==> src/rtl/world_step_scheduler_pkg.sv <==
// Shared types and default constants for the world step scheduler and its key debouncer.
package world_step_scheduler_pkg;

    typedef enum logic [1:0] {
        IDLE,
        WAIT_BLANK,
        REQ
    } sched_state_t;

    localparam int DEF_V_ACTIVE        = 480;
    localparam int DEF_AUTO_PERIOD     = 25000000;
    localparam int DEF_DEBOUNCE_CYCLES = 1000000;
    localparam int DEF_DONE_TIMEOUT    = 1024;

endpackage

==> src/rtl/world_step_scheduler_key_debouncer.sv <==
// Two-flop synchronizer plus stable-state debounce for an active-low push-button.
// Emits a one-cycle press pulse on each accepted release->press transition.
module key_debouncer
    import world_step_scheduler_pkg::*;
#(
    parameter int DEBOUNCE_CYCLES = DEF_DEBOUNCE_CYCLES
) (
    input  logic clk,
    input  logic reset,
    input  logic key_n,
    output logic level,
    output logic press
);
    localparam int CW = $clog2(DEBOUNCE_CYCLES);

    logic [1:0]    sync;
    logic [CW-1:0] cnt;

    always_ff @(posedge clk) begin
        if (reset) begin
            sync  <= 2'b11;
            level <= 1'b1;
            cnt   <= '0;
            press <= 1'b0;
        end else begin
            sync  <= {sync[0], key_n};
            press <= 1'b0;
            if (sync[1] == level) begin
                cnt <= '0;
            end else if (cnt == CW'(DEBOUNCE_CYCLES - 1)) begin
                // Accept the new level; only the 1->0 flip counts as a press.
                level <= sync[1];
                cnt   <= '0;
                press <= level;
            end else begin
                cnt <= cnt + 1'b1;
            end
        end
    end

endmodule

==> src/rtl/world_step_scheduler.sv <==
// Turns auto-mode ticks or debounced key presses into one world step request each,
// deferred to vertical blanking, with a req/done handshake and timeout.
module world_step_scheduler
    import world_step_scheduler_pkg::*;
#(
    parameter int AUTO_PERIOD     = DEF_AUTO_PERIOD,
    parameter int DEBOUNCE_CYCLES = DEF_DEBOUNCE_CYCLES,
    parameter int V_ACTIVE        = DEF_V_ACTIVE,
    parameter int DONE_TIMEOUT    = DEF_DONE_TIMEOUT
) (
    input  logic        clock_50,
    input  logic        reset,
    input  logic        mode_toggle,
    input  logic        clock_toggle_n,
    input  logic [9:0]  pixel_y,
    input  logic        step_done,
    output logic        step_req,
    output logic        mode,
    output logic [15:0] step_count,
    output logic        overrun,
    output logic        timeout_err
);
    localparam int PW = $clog2(AUTO_PERIOD);
    localparam int TW = $clog2(DONE_TIMEOUT);

    sched_state_t  state;
    logic [1:0]    mode_sync;
    logic          mode_q;
    logic [PW-1:0] presc;
    logic [TW-1:0] wait_cnt;
    logic          pending;
    logic          key_level, key_press;
    logic          step_evt, req_done, req_tmo, abort, pend_clr;

    key_debouncer #(.DEBOUNCE_CYCLES(DEBOUNCE_CYCLES)) u_key (
        .clk   (clock_50),
        .reset (reset),
        .key_n (clock_toggle_n),
        .level (key_level),
        .press (key_press)
    );

    assign mode = mode_sync[1];

    always_comb begin
        step_evt = (mode && presc == PW'(AUTO_PERIOD - 1))
                 | (key_press && !key_level && !mode);
        req_done = (state == REQ) && step_done;
        req_tmo  = (state == REQ) && !step_done && (wait_cnt == TW'(DONE_TIMEOUT - 1));
        // A mode flip cancels anything not yet handed to world.
        abort    = (mode != mode_q) && (state != REQ);
        pend_clr = req_done | req_tmo | abort;
    end

    always_ff @(posedge clock_50) begin
        if (reset) begin
            mode_sync   <= 2'b00;
            mode_q      <= 1'b0;
            presc       <= '0;
            state       <= IDLE;
            pending     <= 1'b0;
            wait_cnt    <= '0;
            step_req    <= 1'b0;
            step_count  <= '0;
            overrun     <= 1'b0;
            timeout_err <= 1'b0;
        end else begin
            mode_sync <= {mode_sync[0], mode_toggle};
            mode_q    <= mode;

            if (!mode || presc == PW'(AUTO_PERIOD - 1)) presc <= '0;
            else                                        presc <= presc + 1'b1;

            // An event on the clearing cycle still lands in the freed slot.
            if (step_evt)      pending <= 1'b1;
            else if (pend_clr) pending <= 1'b0;
            if (step_evt && pending && !pend_clr) overrun <= 1'b1;

            case (state)
                IDLE: begin
                    if (pending && !abort) state <= WAIT_BLANK;
                end
                WAIT_BLANK: begin
                    if (abort) begin
                        state <= IDLE;
                    end else if (pixel_y >= 10'(V_ACTIVE)) begin
                        state    <= REQ;
                        step_req <= 1'b1;
                        wait_cnt <= '0;
                    end
                end
                REQ: begin
                    if (req_done) begin
                        step_req   <= 1'b0;
                        step_count <= step_count + 16'd1;
                        state      <= IDLE;
                    end else if (req_tmo) begin
                        step_req    <= 1'b0;
                        timeout_err <= 1'b1;
                        state       <= IDLE;
                    end else begin
                        wait_cnt <= wait_cnt + 1'b1;
                    end
                end
                default: state <= IDLE;
            endcase
        end
    end

endmodule

==> config.mk <==
export PLATFORM = sky130hd
export DESIGN_NAME = world_step_scheduler
export DESIGN_NICKNAME = d
export VERILOG_FILES = /design/src/rtl/world_step_scheduler_pkg.sv /design/src/rtl/world_step_scheduler_key_debouncer.sv /design/src/rtl/world_step_scheduler.sv
export SDC_FILE = /design/constraint.sdc
export NUM_CORES = 1
export LEC_CHECK = 0
export BUFFER_PORTS_ARGS = -buffer_cell sky130_fd_sc_hd__buf_2
export CAP_MARGIN = 20
export CORE_ASPECT_RATIO = 0.9
export CORE_MARGIN = 3
export CORE_UTILIZATION = 50
export CTS_BUF_LIST = sky130_fd_sc_hd__clkbuf_8
export DETAILED_ROUTE_END_ITERATION = 8
export PLACE_DENSITY = 0.68
export SLEW_MARGIN = 15
export SYNTH_ARGS = -nofsm -noshare
export SYNTH_HDL_FRONTEND = slang
export SYNTH_HIERARCHICAL = 1
export SYNTH_SLANG_ARGS = --single-unit
==> constraint.sdc <==
create_clock -name clock_50 -period 1.8 [get_ports clock_50]
set_input_delay 0.18 -clock clock_50 [delete_from_list [all_inputs] [get_ports clock_50]]
set_output_delay 0.18 -clock clock_50 [all_outputs]
set_load 0.05 [all_outputs]
Word level (Yosys, flattened, before mapping)
Cells that the tools add are included.
{"block": "totals", "ff_bits": 84, "out_inout_bits": 20, "wordCells": 86, "inputBits": 15}
{"block": "classes", "n_eq_ne": 15, "bitwise_logic": 6, "n_reduce_logical": 28, "mux": 18, "order_cmp": 1, "n_addsub": 4}
{"op": "$mux W10", "count": 4}
{"op": "$add A25 B1 Y25 const B", "count": 1}
{"op": "$eq A25 B25 Y1 const B", "count": 1}
{"op": "$add A20 B1 Y20 const B", "count": 1}
{"op": "$eq A20 B20 Y1 const B", "count": 1}
{"op": "$pmux W10 S2", "count": 1}
{"op": "$add A16 B1 Y16 const B", "count": 1}
{"op": "$ne A2 B2 Y1 const B", "count": 6}
{"op": "$add A10 B1 Y10 const B", "count": 1}
{"op": "$eq A10 B10 Y1 const B", "count": 1}
{"op": "$ge A10 B9 Y1 const B", "count": 1}
{"op": "$logic_and A1 B1 Y1", "count": 10}
{"op": "$mux W2", "count": 5}
{"op": "$mux W1", "count": 6}
{"op": "$ne A3 B3 Y1 const B", "count": 2}
{"op": "$pmux W2 S3", "count": 1}
{"op": "$reduce_and A3 Y1", "count": 2}
{"op": "$reduce_or A3 Y1", "count": 2}
{"op": "$logic_not A1 Y1", "count": 5}
{"op": "$reduce_and A5 Y1", "count": 1}
{"op": "$reduce_and A2 Y1", "count": 2}
{"op": "$reduce_and A4 Y1", "count": 1}
{"op": "$reduce_bool A2 Y1", "count": 2}
{"op": "$not A1 Y1", "count": 3}
{"op": "9 further kinds", "count": 11}

Logic depth before layout (Yosys ltp)
{"block": "logic_depth", "word_depth": 7, "ltp_mapped": 7, "ltp_nobuf": 5}

Cells and area by module
Netlist, hierarchy kept.
{"module": "world_step_scheduler", "area_each_um2": 2745.1, "n_inst": 1, "seq_area_each_um2": 1201.2, "cells_per_inst": 316}
{"module": "key_debouncer", "area_each_um2": 1049.8, "n_inst": 1, "seq_area_each_um2": 480.5, "cells_per_inst": 119}

Worst setup path before layout
OpenSTA, ideal clock, no wires.
{"block": "synth_path", "path_kind": "register -> register", "startpoint": "register step_count[0]", "endpoint": "register step_count[12]", "stages_incl_launch_ff": 6, "setup_time_ps": 70, "slack_ps": -277, "path_buffers": 0, "required_ps": 1730, "arrival_ps": 2007, "period_less_slack_ps": 2077, "cell_sequence": "dfxtp_1 ha_1 nand2_1 or4_4 or3_1 a21oi_1"}
{"block": "synth_via", "elab_chain_len": 1}
{"item": "start, declared", "line_no": "world_step_scheduler.sv:19", "rtl": "output logic [15:0] step_count,"}
{"item": "start signal, assigned", "line_no": "world_step_scheduler.sv:95", "rtl": "step_count <= step_count + 16'd1;"}
{"item": "$add A16 B1 Y16", "line_no": "world_step_scheduler.sv:95"}
Every way passes these cells.
A chain may end at the register's enable or synchronous reset.

Worst setup path after layout
{"block": "layout_path", "startpoint": "register step_count[0]", "endpoint": "register step_count[14]"}
Same word-level chain as after synthesis.

==> impl_metrics.py <==
metrics = {
    "setup_path": {
        "critical_path_class": "register to register",
        "crit_fanout": 5,
        "regToRegEndpoint": "step_count[14]",
        "r2r_start": "step_count[0]",
        "start_kind": "register",
        "cp_data_arrival_time_ns": 2.00,
        "ff2ff_path_depth": 5,
        "critPathRequiredTime_ns": 2.09,
        "endpoint_kind": "register",
        "r2r_slack_ns": 0.08,
    },
    "placed_design": {
        "gp_congestion": 0.797,
        "dp_hpwl_um": 5200,
        "pre_cts_ws_ns": 0.0167,
        "placed_area_sq_mm": 0.00422,
        "io_buffers": 29,
    },
    "sta": {
        "period_share": 0.953,
        "max_slew_margin": 0.702,
        "fin_ws_ns": 0.0842,
        "report.final.slew_viol_count": 0,
        "finalCriticalPeriod_ns": 1.72,
        "setup_viol": 0,
        "tns_ns": 0,
        "rsz0062_at_grt": "no",
        "fin_worst_skew_ns": 0.0116,
        "hold_viol_final": 0,
        "fmax_mhz": 583,
        "worst_pin_slew_ns": 0.446,
    },
    "yosys": {
        "synth_seq_cells": 84,
        "ys_seq_area_frac": 0.443,
        "yosys-top-cells-area": "dfxtp_1 (44%), nand3_1 (4.2%), a21oi_1 (4.1%)",
        "synth_cells": 435,
        "syn_nets": 454,
        "async_flop_share": 0,
        "synth-edff-count": 0,
        "synth_top_area_frac": 0.443,
        "netlist_area_sq_mm": 0.00379,
        "synth_area_leader_cell": "dfxtp_1",
        "synth_flop_cell": "dfxtp_1",
        "synth.avg_cell_area_sq_um": 8.72,
        "yosysUniqueCellTypes": 52,
        "ys_warn_count": 6,
    },
    "power_and_ir_drop": {
        "p_int_mw": 2.55,
        "ir_worst_vdd_mv": 0.408,
        "p_switching_mw": 0.698,
        "clkPwrFrac": 0.407,
        "combPwrFrac": 0.019,
        "switching_share": 0.215,
        "leakagePower_nw": 1.54,
        "power_density_mw_per_mm2": 720,
        "sequentialPowerShare": 0.573,
    },
    "min_path": {
        "whs_path_depth": 2,
        "hold_end": "mode_sync[0]",
        "hold_path.class": "input pin to register",
        "hold_start": "mode_toggle",
    },
    "clock_network": {
        "tritoncts.num_buffers": 9,
        "cts.sinks": 84,
        "cts_buffer_depth": 2,
        "clkSlewWorstSetupHoldPaths_ns": 0.08,
        "clk_latency_ns": 0.36,
        "cts_root_buffer": "clkbuf_8",
        "cts_tree": "built",
        "cts_max_level": 3,
    },
    "global_routing": {
        "grt_max_degree": 26,
        "antenna_found_initial": 0,
        "grt_pass1_wl_um": 12900,
        "track_usage": 0.179,
        "grt_overflow": 0,
        "grt_pass1_vias": 3035,
    },
    "finish": {
        "area_growth_pct": 18.7,
        "final_cell_mix": "dfxtp_1 (72), nor2_1 (41), nand3_1 (31)",
        "antenna_cells": 0,
        "layout_commonest_cell": "dfxtp_1",
        "layout.nets": 511,
        "stdcell_area_sq_mm": 0.00451,
        "drive_gt1_frac": 0.215,
        "nFillCells": 662,
    },
    "routing": {
        "drtPass1Iterations": 4,
        "vias_per_cell": 5.64,
        "initialDrtViolationCount": 126,
        "postRouteAntennaNets": 0,
        "vias": 3327,
        "drcViolationCount": 0,
        "drt_wl_total_um": 7600,
        "wl_per_cell_um": 12.9,
    },
    "die": {
        "initial_core_util": 0.526,
        "num_rows": 29,
        "placeableCoreArea_sq_mm": 0.00722,
        "io_pins": 35,
        "dieHeight_um": 88.7,
        "die_w_um": 97.8,
        "die_area_sq_mm": 0.00867,
    },
    "status": {
        "status": "finished clean",
    },
    "job": {
        "maxCapViolCount": 0,
    },
}
[how the worst max path moves through the flow]
stage	to	startpoint	cells after the start	slack [ns]
6_report	step_count[14]	step_count[0]	5	0.08
5_1_grt	step_count[14]	step_count[0]	5	0.004
4_1_cts	step_count[15]	state[0]	4	0.03
3_5_place_dp	wait_cnt[6]	wait_cnt[0]	5	0.02
3_3_place_gp	step_count[15]	state[0]	4	0.04
2_1_floorplan	step_count[15]	step_count[3]	4	0.008
[power by group through the flow]
stage               Clock (mW)  Sequential, mW  Combinational (mW)
floorplan                    0            1.91              0.0311
global placement             0            1.91              0.0585
detailed placement           0            1.91              0.0593
CTS                       1.36            1.86              0.0614
global route              1.44            1.86              0.0701
finish                    1.32            1.86              0.0629
[worst max-delay path, stage by stage (launching register included)]
cell and delay (ns):
dfxtp_4 0.36, ha_2 0.18, nand2_1 0.07, or4_4 0.57, or3_4 0.35, a21oi_2 0.13
[Yosys cell counts, types with 3 or more instances]
cell,number
a311oi_1,3
o21ai_0,19
and4_1,6
ha_1,4
xor2_1,16
or4_1,12
and3_1,10
o31ai_1,9
o311ai_0,3
inv_1,15
nand2b_1,3
or3_1,13
clkbuf_1,11
xnor2_1,17
dfxtp_1,84
nand4_1,17
nor2b_1,6
nand2_1,28
nor4_1,8
nand3_1,32
nor4b_1,3
nor2_1,41
nor3_1,8
a21oi_1,31
[layout make-up]
cell class                 count  area, sq um  share of cell area
sequential                    84         1700               0.378
clock inverter                 6         56.3              0.0125
clock buffer                  10          138              0.0305
timing repair buffer          60          384              0.0853
tap                           93          116              0.0258
multi-input combinational    322         2050               0.455
inverter                      15         56.3              0.0125
[timing repair]
action / CTS / global route
gates resized for setup: 1 / 14
cloned: 0 / 0
buffers inserted: 0 / 3
pin swaps: 0 / 2
endpoints found under the setup margin: 1 / 49
endpoints found under the hold margin: 1 / 0
hold buffers: 1 / 0
[kinds of logic after synthesis]
logic type,share of synthesized area
compound gates,0.122
xor+xnor,0.0762
fa+ha+maj,0.0132
buf+inv,0.0310
flops,0.443
mux,0.00560
simple gates,0.309
[per-stage QoR]
stage,hold WS [ns],std cells,total power [mW],util
6_report,0.0487,590,3.25,0.624
5_1_grt,0.0725,590,3.37,0.624
4_1_cts,0.0403,587,3.28,0.613
3_5_place_dp,0.365,570,1.96,0.584
3_3_place_gp,0.362,570,1.96,0.584
2_1_floorplan,0.258,435,1.94,-
[metal layers]
layer,vias to the layer above,GRT usage,wire length (um)
met3,9,0.0457,303
met2,52,0.301,3460
met5,-,0,0
li1,1707,-,-
met4,0,0.0667,112
met1,1559,0.223,3720
[state kept, by name (all words and copies together), names as in the netlist, 2 cells and up]
signal and count:
u_key/sync 2, step_count 16, mode_sync 2, state 2, u_key/cnt 20, presc 25
wait_cnt 10
No activity file was read; power rests on OpenSTA's default activity.
